`config.mk`:
```
export PLATFORM = sky130hd
export DESIGN_NAME = perf_monitor
export DESIGN_NICKNAME = d
export VERILOG_FILES = /design/src/rtl/perf_monitor.sv
export SDC_FILE = /design/constraint.sdc
export NUM_CORES = 1
export LEC_CHECK = 0
export BUFFER_PORTS_ARGS = -buffer_cell sky130_fd_sc_hd__buf_2
export CORE_MARGIN = 3
export CORE_UTILIZATION = 40
export DETAILED_ROUTE_END_ITERATION = 12
export GPL_TIMING_DRIVEN = 0
export MAX_ROUTING_LAYER = met4
export PLACE_DENSITY_LB_ADDON = 0.12
export SLEW_MARGIN = 20
export SYNTH_ARGS = -nofsm -noshare
export SYNTH_HDL_FRONTEND = slang
export SYNTH_SLANG_ARGS = --single-unit
```
`constraint.sdc`:
```
create_clock -name clk -period 3.9 [get_ports clk]
set_clock_uncertainty 0.15 [all_clocks]
set_input_delay 0.195 -clock clk [delete_from_list [all_inputs] [get_ports clk]]
set_output_delay 0.195 -clock clk [all_outputs]
set_load 0.01 [all_outputs]
```
`src/rtl/perf_monitor.sv`:
```
// perf_monitor
//   Run-statistics producer at the writeback stage. While the program runs it
//   counts retired instructions, cycles, stall cycles and flush cycles. It
//   stops on a halt instruction, an idle timeout or cycle-counter saturation,
//   then freezes the counters. After stopping, a sequential restoring divider
//   computes CPI in fixed point as cycles * 2^CPI_FRAC / insts.
//
// Ports
//   clk, rst       clock; synchronous active-high reset
//   retire_valid   an instruction commits this cycle
//   retire_inst    encoding of the committing instruction
//   stall, flush   pipeline stall / branch flush this cycle
//   inst_count, cycle_count, stall_count, flush_count
//                  saturating run counters, frozen once stop is set
//   stop           program finished; sticky until rst
//   stop_cause     00 none, 01 halt, 10 idle timeout, 11 cycle saturation
//   cpi            Q(CNT_W-CPI_FRAC).CPI_FRAC cycles per instruction
//   cpi_valid      cpi is final; sticky until rst
module perf_monitor #(
  parameter int unsigned CNT_W        = 32,
  parameter logic [31:0] HALT_INST    = 32'hEAFFFFFE,
  parameter int unsigned IDLE_TIMEOUT = 64,
  parameter int unsigned CPI_FRAC     = 8
) (
  input  logic             clk,
  input  logic             rst,
  input  logic             retire_valid,
  input  logic [31:0]      retire_inst,
  input  logic             stall,
  input  logic             flush,
  output logic [CNT_W-1:0] inst_count,
  output logic [CNT_W-1:0] cycle_count,
  output logic [CNT_W-1:0] stall_count,
  output logic [CNT_W-1:0] flush_count,
  output logic             stop,
  output logic [1:0]       stop_cause,
  output logic [CNT_W-1:0] cpi,
  output logic             cpi_valid
);

  localparam int unsigned DIV_W  = CNT_W + CPI_FRAC;
  localparam int unsigned IDLE_W = $clog2(IDLE_TIMEOUT + 1);
  localparam int unsigned ITER_W = $clog2(DIV_W + 1);

  localparam logic [CNT_W-1:0]  ALL_ONES  = '1;
  localparam logic [CNT_W-1:0]  ONE       = CNT_W'(1);
  localparam logic [IDLE_W-1:0] IDLE_LAST = IDLE_W'(IDLE_TIMEOUT - 1);
  localparam logic [ITER_W-1:0] ITER_LAST = ITER_W'(DIV_W - 1);

  typedef enum logic [1:0] {
    S_RUN    = 2'd0,
    S_DIVIDE = 2'd1,
    S_DONE   = 2'd2
  } state_t;

  state_t            state;
  logic [IDLE_W-1:0] idle_cnt;
  logic [DIV_W-1:0]  div_q;     // dividend bits shift out the top, quotient bits shift in
  logic [CNT_W-1:0]  div_r;     // partial remainder, always below the divisor
  logic [ITER_W-1:0] div_iter;

  // Counter values after the current RUN cycle is applied.
  logic [CNT_W-1:0] inst_nxt, cycle_nxt, stall_nxt, flush_nxt;
  logic             stop_now;
  logic [1:0]       cause_nxt;

  // One restoring-division step. The divisor is inst_count, already frozen.
  logic [CNT_W:0]   rem_shift, rem_diff;
  logic             q_bit;
  logic [DIV_W-1:0] q_nxt;
  logic [CNT_W-1:0] r_nxt, cpi_final;

  // Cycle count needs no saturation guard: reaching all-ones stops the run.
  assign cycle_nxt = cycle_count + ONE;
  assign inst_nxt  = (retire_valid && inst_count  != ALL_ONES) ? inst_count  + ONE : inst_count;
  assign stall_nxt = (stall        && stall_count != ALL_ONES) ? stall_count + ONE : stall_count;
  assign flush_nxt = (flush        && flush_count != ALL_ONES) ? flush_count + ONE : flush_count;

  always_comb begin
    // NOTE: every output of this block gets a default first, so no path can infer a latch.
    cause_nxt = 2'b00;
    if (retire_valid && retire_inst == HALT_INST)
      cause_nxt = 2'b01;
    else if (!retire_valid && idle_cnt == IDLE_LAST)
      cause_nxt = 2'b10;
    else if (cycle_count == ALL_ONES - ONE)
      cause_nxt = 2'b11;
  end

  assign stop_now = (cause_nxt != 2'b00);

  assign rem_shift = {div_r, div_q[DIV_W-1]};
  assign rem_diff  = rem_shift - {1'b0, inst_count};
  assign q_bit     = (rem_shift >= {1'b0, inst_count});
  assign r_nxt     = q_bit ? rem_diff[CNT_W-1:0] : rem_shift[CNT_W-1:0];
  assign q_nxt     = {div_q[DIV_W-2:0], q_bit};
  // Quotient bits above CNT_W mean the result does not fit: saturate.
  assign cpi_final = (|q_nxt[DIV_W-1:CNT_W]) ? ALL_ONES : q_nxt[CNT_W-1:0];

  always_ff @(posedge clk) begin
    if (rst) begin
      // NOTE: state is updated with non-blocking assignments so every register sees pre-edge values.
      state       <= S_RUN;
      idle_cnt    <= '0;
      div_q       <= '0;
      div_r       <= '0;
      div_iter    <= '0;
      inst_count  <= '0;
      cycle_count <= '0;
      stall_count <= '0;
      flush_count <= '0;
      stop        <= 1'b0;
      stop_cause  <= 2'b00;
      cpi         <= '0;
      cpi_valid   <= 1'b0;
    end else begin
      case (state)
        S_RUN: begin
          inst_count  <= inst_nxt;
          cycle_count <= cycle_nxt;
          stall_count <= stall_nxt;
          flush_count <= flush_nxt;
          idle_cnt    <= retire_valid ? '0 : idle_cnt + IDLE_W'(1);
          if (stop_now) begin
            stop       <= 1'b1;
            stop_cause <= cause_nxt;
            div_q      <= DIV_W'(cycle_nxt) << CPI_FRAC;
            div_r      <= '0;
            div_iter   <= '0;
            // With no instructions retired there is nothing to divide.
            state      <= (inst_nxt == '0) ? S_DONE : S_DIVIDE;
          end
        end
        S_DIVIDE: begin
          div_q    <= q_nxt;
          div_r    <= r_nxt;
          div_iter <= div_iter + ITER_W'(1);
          if (div_iter == ITER_LAST) begin
            cpi       <= cpi_final;
            cpi_valid <= 1'b1;
            state     <= S_DONE;
          end
        end
        S_DONE: begin
          // Only reached without a valid cpi on the zero-instruction path.
          if (!cpi_valid) begin
            cpi       <= ALL_ONES;
            cpi_valid <= 1'b1;
          end
        end
        default: state <= S_RUN;
      endcase
    end
  end

endmodule
```
* Word-level counts from Yosys, hierarchy flattened
Cells that the tools add are included.
** Operators by class
- Reductions and logical operators :: 19
- Bitwise operators :: 1
- $lt $le $gt $ge :: 1
- $mul :: 0
- Shifts and indexed selects :: 0
- Eq/ne operators :: 12
- Muxes and demuxes :: 22
- Div/mod/pow operators :: 0
- $add $sub $neg :: 7
** Operator list (number)
- $mux 32 :: 6
- $add 32x1->32 const B :: 4
- $pmux 32 s2 :: 2
- $ne 32x32->1 const B :: 3
- $pmux 40 s2 :: 1
- $eq 32x32->1 const B :: 2
- $mux 40 :: 1
- $ge 33x32->1 :: 1
- $logic_not 32->1 :: 1
- $sub 32x32->32 :: 1
- $mux 2 :: 6
- $pmux 6 s2 :: 1
- $reduce_and 2->1 :: 5
- $reduce_or 8->1 :: 1
- $add 7x1->7 const B :: 1
- $eq 7x6->1 const B :: 1
- $mux 7 :: 1
- $add 6x1->6 const B :: 1
- $eq 6x6->1 const B :: 1
- $mux 6 :: 1
- $ne 2x2->1 const B :: 3
- $pmux 2 s3 :: 1
- $reduce_and 3->1 :: 2
- $reduce_bool 2->1 :: 3
- other kinds (8) :: 12
** Storage, ports and cells
- Input bits :: 37
- Memory bits (read-only) :: 0
- Bits in latches :: 0
- Memory bits (writable) :: 0
- Memories :: 0
- Flip-flop bits (word level) :: 251
- Output and inout port bits :: 164

* Depth between registers and ports, before layout
Gate-level depths: netlist (run 1).
- Word-level depth :: 7
- Depth in mapped cells :: 14

* Worst setup path before layout (run 1)
No wires, ideal clock.
- Kind :: register to register
- Start point :: register inst_count[12]
- End point :: register div_r[11]
- Stages on the path, launching flop included :: 15
- Data arrival time :: 2.817 ns
- Buffers on the path :: 3
- Required time :: 3.622 ns
- Clock period less this slack :: 3.095 ns
- Setup time :: 0.128 ns
- Setup slack :: 0.805 ns
- Cell sequence :: dfxtp_1 > inv_1 > ha_1 > buf_2 > o211ai_1 > o211ai_1 > o211ai_1 > o21ai_0 > nand3_1 > o22a_1 > o41ai_1 > buf_2 > buf_4 > mux2i_1 > o21ai_0
** On the way
- Longest elaborated chain between the ends :: 3
** Ends and longest elaborated chain
- start: declaration :: RTL line 31 : output logic [CNT_W-1:0] inst_count,
- start signal: assignment :: RTL line 119 : inst_count <= inst_nxt;
- $ge 33x32->1 :: RTL line 94 : assign q_bit = (rem_shift >= {1'b0, inst_count});
- $mux 32 :: RTL line 95 : assign r_nxt = q_bit ? rem_diff[CNT_W-1:0] : rem_shift[CNT_W-1:0];
- $pmux 32 s2 :: RTL line 117 : case (state)
- end signal: assignment :: RTL line 136 : div_r <= r_nxt;
- end: declaration :: RTL line 59 : logic [CNT_W-1:0] div_r;
No other way between the ends.
A chain may end at the register's enable or synchronous reset.

* Worst setup path in the final report (run 1)
- Start point :: register inst_count[14]
- End point :: register div_r[10]
The elaborated chain is that of the path after synthesis.

==> flow_summary.yaml, run 1 <==
logic_synthesis:
  syn-cell-area_um2: 13450
  yosysUniqueCellTypes: 79
  synth_edf_count: 0
  ys_warn_count: 0
  synth_cells: 1681
  ys_ff_latch: 251
  syn-num-nets: 1758
  async_flop_share: 0
  syn_avg_cell_area_um2: 8.002
  yosysSeqAreaShare: 0.3735
  synth_ff_type: "dfxtp_1"
drt:
  ant_nets: 0
  first_iter_violations: 784
  remaining_drc_errors: 0
  avgViaCountPerCell: 5.276
  routedWlPerCell_um: 16.87
  dr_total_vias: 12540
  wl_mm: 40.09
  first_pass_iters: 5
timing:
  clock.fmax_mhz: 275.6
  worst_slew_pin_slew_ns: 1.074
  fin_crit_ns: 3.629
  setup_viol: 0
  min_period_over_period: 0.9305
  grt_setup_unrepaired: "no"
  slew_headroom: 0.2811
  worst_slack_ns: 0.2709
  finalMaxSlewViolations: 0
  hold_violations: 0
  tns_ns: 0
die:
  die_w_um: 189.4
  start_util: 0.4093
  io_pins: 201
  core_area_um2: 32870
  die_h_um: 189.4
  rows: 66
  dieArea_um2: 35860
clocking:
  cts-root-buf: "clkbuf_16"
  clock_path_buffers: 3
  clkTransAtPathRegs_ns: 0.06
  h-tree-depth: 1
  clock_latency_ns: 0.56
  cts_sinks: 251
  cts_tree: "yes"
  numCtsBuffers: 29
hold_path:
  hold_path_class: "primary input to flip-flop"
worst_setup_path:
  path_delay_family: "compound AO/OA/AOI/OAI gates"
  critPathLaunchType: "flip-flop"
  path_cells: "inv_1 > ha_1 > buf_2 > o211ai_1 > o211ai_1 > o211ai_1 > o21ai_1 > nand3_1 > o22a_1 > o41ai_1 > clkbuf_4 > buf_4 > mux2i_1 > o21ai_0"
  path_class: "flip-flop to flip-flop"
  crit_top_cell: "o211ai_1"
  cp_max_fo: 10
  cp.required_ns: 4.18
  critPathSlowestCell: "dfxtp_1"
  path_buf_inv: 4
  max_stage_delay_ns: 0.43
  worstPathArrival_ns: 3.91
  crit_path_end_kind: "flip-flop"
layout:
  fin_area_um2: 15980
  fillers: 3350
  fin_nets: 1991
  drive_gt1_frac: 0.1587
  regArea_um2: 5025
  antenna_cells: 0
  syn_to_final_growth_pct: 18.76
  multi_input_area_um2: 7874
power_and_ir_drop:
  cellPowerDensity_nw_per_um2: 349.6
  irDropWorstVdd_mv: 0.3196
  power.leakage_nw: 6.593
  power.total_mw: 5.584
place:
  place_ws_ns: 0.2235
  placed_cell_area_um2: 15000
  dp_hpwl_mm: 30.66
  portBuffers: 198
  routabilityCongestion: 0.9335
run:
  max_cap_viol_count: 0
status:
  outcome: "finished, final reports clean"
global_routing:
  grt_pass1_wl_mm: 64.29
  antenna_found_initial: 0
  grt_max_degree: 16
  overflow: 0
  track_usage: 0.2248
  first_global_vias: 11890
[layout make-up]
type | count | share of cell area
well taps | 442 | 0.03462
repair buffers | 203 | 0.06501
clock inverters | 8 | 0.003994
flip-flops and latches | 251 | 0.3145
plain buffers | 79 | 0.02373
clock buffers | 43 | 0.05373
multi-input cells | 1301 | 0.4929
inverters | 49 | 0.01151
[through the flow]
step / hold WS (ns) / std cells / util
after floorplan: 0.2787 / 1681 / -
after global placement: 0.2928 / 2321 / 0.4563
after detailed placement: 0.2983 / 2321 / 0.4564
after CTS: 0.01330 / 2376 / 0.4857
after global routing: 0.06728 / 2376 / 0.4861
final: 0.02804 / 2376 / 0.4861
[cell families (layout without fill, tap and decap cells)]
| group | after synthesis | in the layout | share of synthesized area |
|---|---|---|---|
| AO/OA/AOI/OAI | 280 | 280 | 0.1313 |
| XOR/XNOR | 188 | 188 | 0.1224 |
| adder cells (fa/ha/maj) | 40 | 40 | 0.03776 |
| buffers and inverters | 129 | 382 | 0.04195 |
| flip-flops | 251 | 251 | 0.3735 |
| multiplexers | 32 | 32 | 0.02381 |
| AND/OR/NAND/NOR | 761 | 761 | 0.2692 |
[flip-flops by register name, summed over array words and instances, names as in the netlist]
register,cells
state,2
div_r,32
cycle_count,32
stall_count,32
flush_count,32
stop_cause,2
stop,1
idle_cnt,7
cpi_valid,1
div_q,40
inst_count,32
cpi,32
div_iter,6
[repair_timing]
action,4_1_cts,5_1_grt
hold endpoints to repair,29,0
setup endpoints to repair,0,29
gates resized for setup,0,5
setup buffers,0,1
hold buffers,4,0
[routing by layer]
layer,global-route usage,routed length (um),up-vias
met5,-,0,-
met3,0.02944,2037,69
met1,0.2965,18390,5867
li1,-,-,6310
met4,0.06056,1151,0
met2,0.3644,18520,289
[path summary, 6_finish.rpt]
check	from	end	slack [ns]	depth (start not counted)
worst min register to register	div_q[39]	div_q[39]	0.31	2
worst min-delay path	retire_inst[16]	stop_cause[1]	0.03	4
worst max register to register	inst_count[14]	div_r[10]	0.27	14
worst max-delay path	inst_count[14]	div_r[10]	0.27	14
[power breakdown]
part	leakage (nW)	switching [mW]	internal [mW]
clock network	0.452	1.10	1.52
registers	2.02	0.0172	2.57
logic	4.12	0.208	0.161
[Yosys cell counts (9+ instances only)]
cell type / n / share of area
a21o_1: 16 / 0.0089
mux2i_1: 32 / 0.024
xnor2_1: 104 / 0.068
a211oi_1: 13 / 0.0073
nor4_1: 11 / 0.0051
nand3_1: 66 / 0.025
or3_1: 25 / 0.012
dfxtp_1: 251 / 0.37
nor2_1: 292 / 0.081
nand4_1: 55 / 0.026
nor3_1: 66 / 0.025
a21oi_1: 78 / 0.029
clkbuf_1: 61 / 0.017
a22oi_1: 14 / 0.0078
and2_1: 9 / 0.0042
xor2_1: 84 / 0.055
o21ai_0: 93 / 0.035
ha_1: 39 / 0.036
and3_1: 17 / 0.0079
and4_1: 10 / 0.0065
nand2_1: 156 / 0.044
inv_1: 49 / 0.014
[layout by cell type, fill, tap and decap left out, drive strengths merged, types with 10 or more instances in the layout]
| cell type | synthesis | routed |
|---|---|---|
| xor2 | 84 | 84 |
| and2 | 10 | 10 |
| and3 | 22 | 22 |
| or3 | 27 | 27 |
| nand2 | 156 | 156 |
| clkbuf | 64 | 107 |
| and4 | 13 | 13 |
| buf | 16 | 214 |
| dfxtp | 251 | 251 |
| a21oi | 78 | 78 |
| nor3 | 67 | 67 |
| a211oi | 14 | 14 |
| nand4 | 57 | 57 |
| mux2i | 32 | 32 |
| a21o | 16 | 16 |
| ha | 39 | 39 |
| nor4 | 12 | 12 |
| o21ai | 95 | 95 |
| a22oi | 14 | 14 |
| nor2 | 293 | 293 |
| inv | 49 | 50 |
| nand3 | 68 | 68 |
| xnor2 | 104 | 104 |
[worst min-delay path: stages]
cell and delay [ns]:
buf_2 0.10, nand3_1 0.12, nor3_4 0.07, a211oi_1 0.21
Note: power is estimated with default switching activity, not from simulation.
==> run 2, diff against run 1 <==
--- a/config.mk
+++ b/config.mk
@@ -5,6 +5,7 @@
 export SDC_FILE = /design/constraint.sdc
 export NUM_CORES = 1
 export LEC_CHECK = 0
+export ABC_AREA = 1
 export BUFFER_PORTS_ARGS = -buffer_cell sky130_fd_sc_hd__buf_2
 export CORE_MARGIN = 3
 export CORE_UTILIZATION = 40
==> flow_summary.yaml, run 2 <==
status:
  outcome: "finished, final reports clean"
clocking:
  numCtsBuffers: 31
  cts_resized: 0
  cts_sinks: 251
  clkTransAtPathRegs_ns: 0.06
  clock_latency_ns: 0.60
  cts_tree: "yes"
  cts-root-buf: "clkbuf_16"
  h-tree-depth: 1
  clock_path_buffers: 3
timing:
  slew_headroom: 0.3488
  finalMaxSlewViolations: 0
  worst_slew_pin_slew_ns: 0.9768
  grt_setup_unrepaired: "no"
  fin_crit_ns: 3.139
  hold_violations: 0
  setup_viol: 0
  tns_ns: 0
  clock.fmax_mhz: 318.6
  min_period_over_period: 0.8048
power_and_ir_drop:
  combPwrFrac: 0.076
  power.leakage_nw: 8.037
  swShare: 0.2521
  p_switching_mw: 1.475
  cellPowerDensity_nw_per_um2: 335.1
  irDropWorstVdd_mv: 0.3317
  p_int_mw: 4.376
  p_seq_frac: 0.443
  power.share.clock: 0.481
global_routing:
  grt_pass1_wl_mm: 81.81
  antenna_found_initial: 0
  first_global_vias: 14610
  overflow: 0
  track_usage: 0.2692
  grt_max_degree: 17
drt:
  first_pass_iters: 5
  remaining_drc_errors: 0
  routedWlPerCell_um: 18.27
  dr_total_vias: 15800
  first_iter_violations: 1057
  wl_mm: 53.46
  ant_nets: 0
  avgViaCountPerCell: 5.401
layout:
  finish.utilization: 0.4838
  final_common_cell: "nand2_1"
  syn_to_final_growth_pct: 17.37
  drive_gt1_frac: 0.1412
  fin_nets: 2521
  regArea_um2: 5025
  top_register: "div_q"
  antenna_cells: 0
  largest_register_ffs: 40
  fin_area_um2: 17460
  multi_input_area_um2: 8492
  fillers: 3845
  final_cell_mix: "nand2_1, inv_1, dfxtp_1"
logic_synthesis:
  ys_ff_latch: 251
  synth_edf_count: 0
  yosysMostFrequentCell: "nand2_1"
  synth_top_area_frac: 0.3378
  async_flop_share: 0
  synth_largest_area_cell: "dfxtp_1"
  ys_top_cells_by_count: "nand2_1, dfxtp_1, inv_1"
  syn_avg_cell_area_um2: 6.730
  synth_cells: 2210
  syn-num-nets: 2287
  synth.area.top_cells: "dfxtp_1, nand2_1, a21oi_1"
  ys_warn_count: 0
  yosysSeqAreaShare: 0.3378
  syn-cell-area_um2: 14870
  synth_ff_type: "dfxtp_1"
  yosysUniqueCellTypes: 52
worst_setup_path:
  crit_path_end_kind: "flip-flop"
  critPathLaunchType: "flip-flop"
  worstPathArrival_ns: 3.50
  path_cells: "inv_1 > ha_1 > a21oi_1 > inv_1 > a31oi_1 > a21boi_0 > nand3_1 > nand2_1 > nand2_2 > buf_6 > nand3_1 > nand3_1 > a21oi_1"
  path_class: "flip-flop to flip-flop"
  cp.required_ns: 4.26
  crit_top_cell: "nand3_1"
  critPathSlowestCell: "dfxtp_1"
  path_delay_family: "compound AO/OA/AOI/OAI gates"
  max_stage_delay_ns: 0.45
  cp_max_fo: 10
  path_buf_inv: 3
die:
  die_h_um: 198.8
  die_w_um: 198.8
  rows: 69
  dieArea_um2: 39540
  start_util: 0.4122
  io_pins: 201
  core_area_um2: 36090
run:
  max_cap_viol_count: 0
place:
  dp_hpwl_mm: 41.77
  routabilityCongestion: 0.9922
  portBuffers: 200
  placed_cell_area_um2: 16450
hold_path:
  hold_path_class: "primary input to flip-flop"
==> run 2: changes by cell type after synthesis, moves of 32 or more <==
cell	before	now
xnor2_1	104	17
inv_1	49	251
nor2_1	292	194
nand3_1	66	140
a21oi_1	78	203
mux2i_1	32	0
nand2_1	156	540
==> run 2: final timing paths <==
kind	slack [ns]	depth (start not counted)	endpoint	start
worst max register to register	0.76	13	div_r[25]	inst_count[24]
worst min register to register	0.33	2	div_r[21]	div_r[21]
worst max-delay path	0.76	13	div_r[25]	inst_count[24]
worst min-delay path	0.10	6	flush_count[0]	flush
==> run 2: worst register-to-register path: stages (launching register included) <==
cell and delay (ns):
dfxtp_1 0.45, inv_1 0.16, ha_1 0.40, a21oi_1 0.30, inv_1 0.07, a31oi_1 0.24, a21boi_0 0.29, nand3_1 0.15
nand2_1 0.14, nand2_2 0.18, buf_6 0.22, nand3_1 0.11, nand3_1 0.08, a21oi_1 0.12
==> run 2: logic make-up after synthesis <==
| kind of cell | after synthesis | share of synthesized area |
|---|---|---|
| AO/OA/AOI/OAI | 412 | 0.1663 |
| adder cells (fa/ha/maj) | 40 | 0.03415 |
| buffers and inverters | 340 | 0.09127 |
| AND/OR/NAND/NOR | 1092 | 0.3263 |
| flip-flops | 251 | 0.3378 |
| XOR/XNOR | 75 | 0.04416 |
==> run 2: cell type report <==
class	instances	area share
clock buffers	47	0.05418
inverters	256	0.05504
flip-flops and latches	251	0.2878
clock inverters	7	0.002867
repair buffers	201	0.05791
multi-input cells	1619	0.4864
plain buffers	84	0.02272
well taps	461	0.03304
==> run 2: metrics by stage <==
step / hold slack [ns] / instances / worst slack [ns] / total power [mW]
floorplan: 0.2987 / 2210 / 1.384 / 2.925
global placement: 0.3141 / 2871 / 0.8499 / 3.082
detailed placement: 0.3214 / 2871 / 0.8412 / 3.088
CTS: 0.08110 / 2926 / 0.8258 / 5.910
global route: 0.1297 / 2926 / 0.5575 / 6.059
finish: 0.1039 / 2926 / 0.7614 / 5.851
==> run 2: repair_timing <==
item	CTS	global route
endpoints found under the hold margin	7	0
buffers inserted	0	0
hold buffers	1	0
==> run 2: metal layers <==
metal / up-vias / share of wire / track usage / routed length [um]
met1: 7387 / 0.48 / 0.3794 / 25770
met2: 488 / 0.44 / 0.4136 / 23450
met3: 74 / 0.058 / 0.03117 / 3114
li1: 7854 / - / - / -
met4: 0 / 0.021 / 0.06559 / 1119
met5: - / 0 / - / 0
==> run 2: power by group through the flow <==
stage	registers (mW)	logic [mW]	clock network [mW]
6_report	2.59	0.444	2.81
4_1_cts	2.59	0.441	2.88
2_1_floorplan	2.65	0.278	0
5_1_grt	2.59	0.490	2.98
3_5_place_dp	2.65	0.439	0
3_3_place_gp	2.65	0.433	0
==> run 3, diff against run 2 <==
==> constraint.sdc (replaced) <==
create_clock -name clk -period 2.5 [get_ports clk]
set_clock_uncertainty 0.15 [all_clocks]
set_input_delay 0.125 -clock clk [delete_from_list [all_inputs] [get_ports clk]]
set_output_delay 0.125 -clock clk [all_outputs]
set_load 0.01 [all_outputs]
==> flow_summary.yaml, run 3 (same netlist as run 2, synthesis figures left out) <==
clocking:
  clock_path_buffers: 3
  cts-root-buf: "clkbuf_16"
  clkTransAtPathRegs_ns: 0.06
  clock_latency_ns: 0.59
  h-tree-depth: 1
  cts_tree: "yes"
  numCtsBuffers: 30
  cts_sinks: 251
drt:
  routedWlPerCell_um: 18.81
  dr_total_vias: 16400
  wl_mm: 56.43
  ant_nets: 0
  first_iter_violations: 1293
  remaining_drc_errors: 0
  first_pass_iters: 5
  avgViaCountPerCell: 5.468
layout:
  instances_no_fill: 3000
  finish.utilization: 0.5487
  final_cell_mix: "nand2_1, inv_1, buf_2"
  fillers: 3550
  fin_area_um2: 19800
  multi_input_area_um2: 9831
  final_common_cell: "nand2_1"
  largest_register_ffs: 40
  top_register: "div_q"
  fin_nets: 2594
  syn_to_final_growth_pct: 33.12
  drive_gt1_frac: 0.2867
  regArea_um2: 5184
  antenna_cells: 0
worst_setup_path:
  cp.required_ns: 2.86
  path_cells: "inv_1 > ha_4 > nand2_2 > nor2_2 > nand2_1 > nor3_4 > a21oi_4 > buf_6 > buf_4 > nand3b_1 > nand3_2 > a21oi_2"
  worstPathArrival_ns: 2.86
  critPathSlowestCell: "dfxtp_4"
  critPathLaunchType: "flip-flop"
  cp_max_fo: 6
  max_stage_delay_ns: 0.39
  path_class: "flip-flop to flip-flop"
  reg2reg_slack_ns: 0.006
  timing.rr.start: "inst_count[11]"
  path_buf_inv: 3
  path_delay_family: "simple AND/OR/NAND/NOR gates"
  startpoint: "inst_count[11]"
  crit_path_end_kind: "flip-flop"
timing:
  worst_slew_pin_slew_ns: 0.9495
  worst_slack_ns: 0.006405
  clock.fmax_mhz: 401.0
  hold_ws_ns: 0.09259
  setup_viol: 0
  hold_violations: 0
  tns_ns: 0
  finalMaxSlewViolations: 0
  grt_setup_unrepaired: "yes"
  min_period_over_period: 0.9974
  fin_crit_ns: 2.494
  slew_headroom: 0.3670
die:
  die_w_um: 198.8
  dieArea_um2: 39540
  start_util: 0.4122
  io_pins: 201
  rows: 69
  die_h_um: 198.8
  core_area_um2: 36090
power_and_ir_drop:
  p_seq_frac: 0.421
  p_switching_mw: 2.405
  swShare: 0.2523
  cellPowerDensity_nw_per_um2: 481.4
  p_int_mw: 7.126
  power.share.clock: 0.480
  combPwrFrac: 0.099
  power.leakage_nw: 8.972
  power.total_mw: 9.531
  irDropWorstVdd_mv: 0.5206
place:
  routabilityCongestion: 0.9655
  dp_cells: 2871
  dp_hpwl_mm: 42.32
  portBuffers: 200
  place_ws_ns: -0.6959
  placed_cell_area_um2: 16450
global_routing:
  antenna_found_initial: 1
  overflow: 0
  first_global_vias: 14950
  grt_max_degree: 17
  grt_pass1_wl_mm: 84.01
  track_usage: 0.2769
hold_path:
  hold_start: "retire_valid"
  hold_path_class: "primary input to flip-flop"
run:
  max_cap_viol_count: 0
status:
  outcome: "finished, final reports clean"
## run 3: cell count changes in the layout (fill, tap and decap cells not counted), sizes merged
cell         before  now
clkinvlp          0    2
clkbuf           97   99
buf             234  304
bufinv            0    2
inv             256  253
dlygate4sd3       1    2
## run 3: final cells by class
| class | instances | area share |
|---|---|---|
| clock buffers | 46 | 0.04701 |
| inverters | 256 | 0.04992 |
| multi-input cells | 1619 | 0.4965 |
| plain buffers | 82 | 0.02420 |
| well taps | 461 | 0.02913 |
| flip-flops and latches | 251 | 0.2618 |
| clock inverters | 8 | 0.005814 |
| repair buffers | 277 | 0.08562 |
## run 3: routing by layer
metal,global-route usage,share of wire,vias up
met1,0.3863,0.47,7715
li1,-,-,8046
met2,0.4302,0.44,564
met4,0.07028,0.026,0
met5,-,0,-
met3,0.03049,0.062,79
## run 3: what timing repair did
item	4_1_cts	5_1_grt
cloned	0	4
endpoints found under the setup margin	133	124
hold buffers	1	1
gates resized for setup	177	289
pin swaps	13	103
buffers inserted	25	46
endpoints found under the hold margin	11	1
## run 3: path summary, 6_finish.rpt
check | end | cells after the start
setup / recovery | div_r[6] | 12
hold / removal | idle_cnt[6] | 5
setup reg to reg | div_r[6] | 12
hold reg to reg | stop_cause[1] | 2
## run 3: power by group through the flow
stage	combinational (mW)	sequential, mW	clock, mW
2_1_floorplan	0.434	4.13	0
3_3_place_gp	0.688	4.13	0
3_5_place_dp	0.693	4.13	0
4_1_cts	0.816	4.04	4.66
5_1_grt	1.01	4.01	4.81
6_report	0.945	4.01	4.57
## run 3: worst reg2reg max path, stage by stage (launching register included)
cell	delay, ns
dfxtp_4	0.39
inv_1	0.12
ha_4	0.32
nand2_2	0.10
nor2_2	0.14
nand2_1	0.12
nor3_4	0.25
a21oi_4	0.13
buf_6	0.15
buf_4	0.14
nand3b_1	0.13
nand3_2	0.12
a21oi_2	0.16
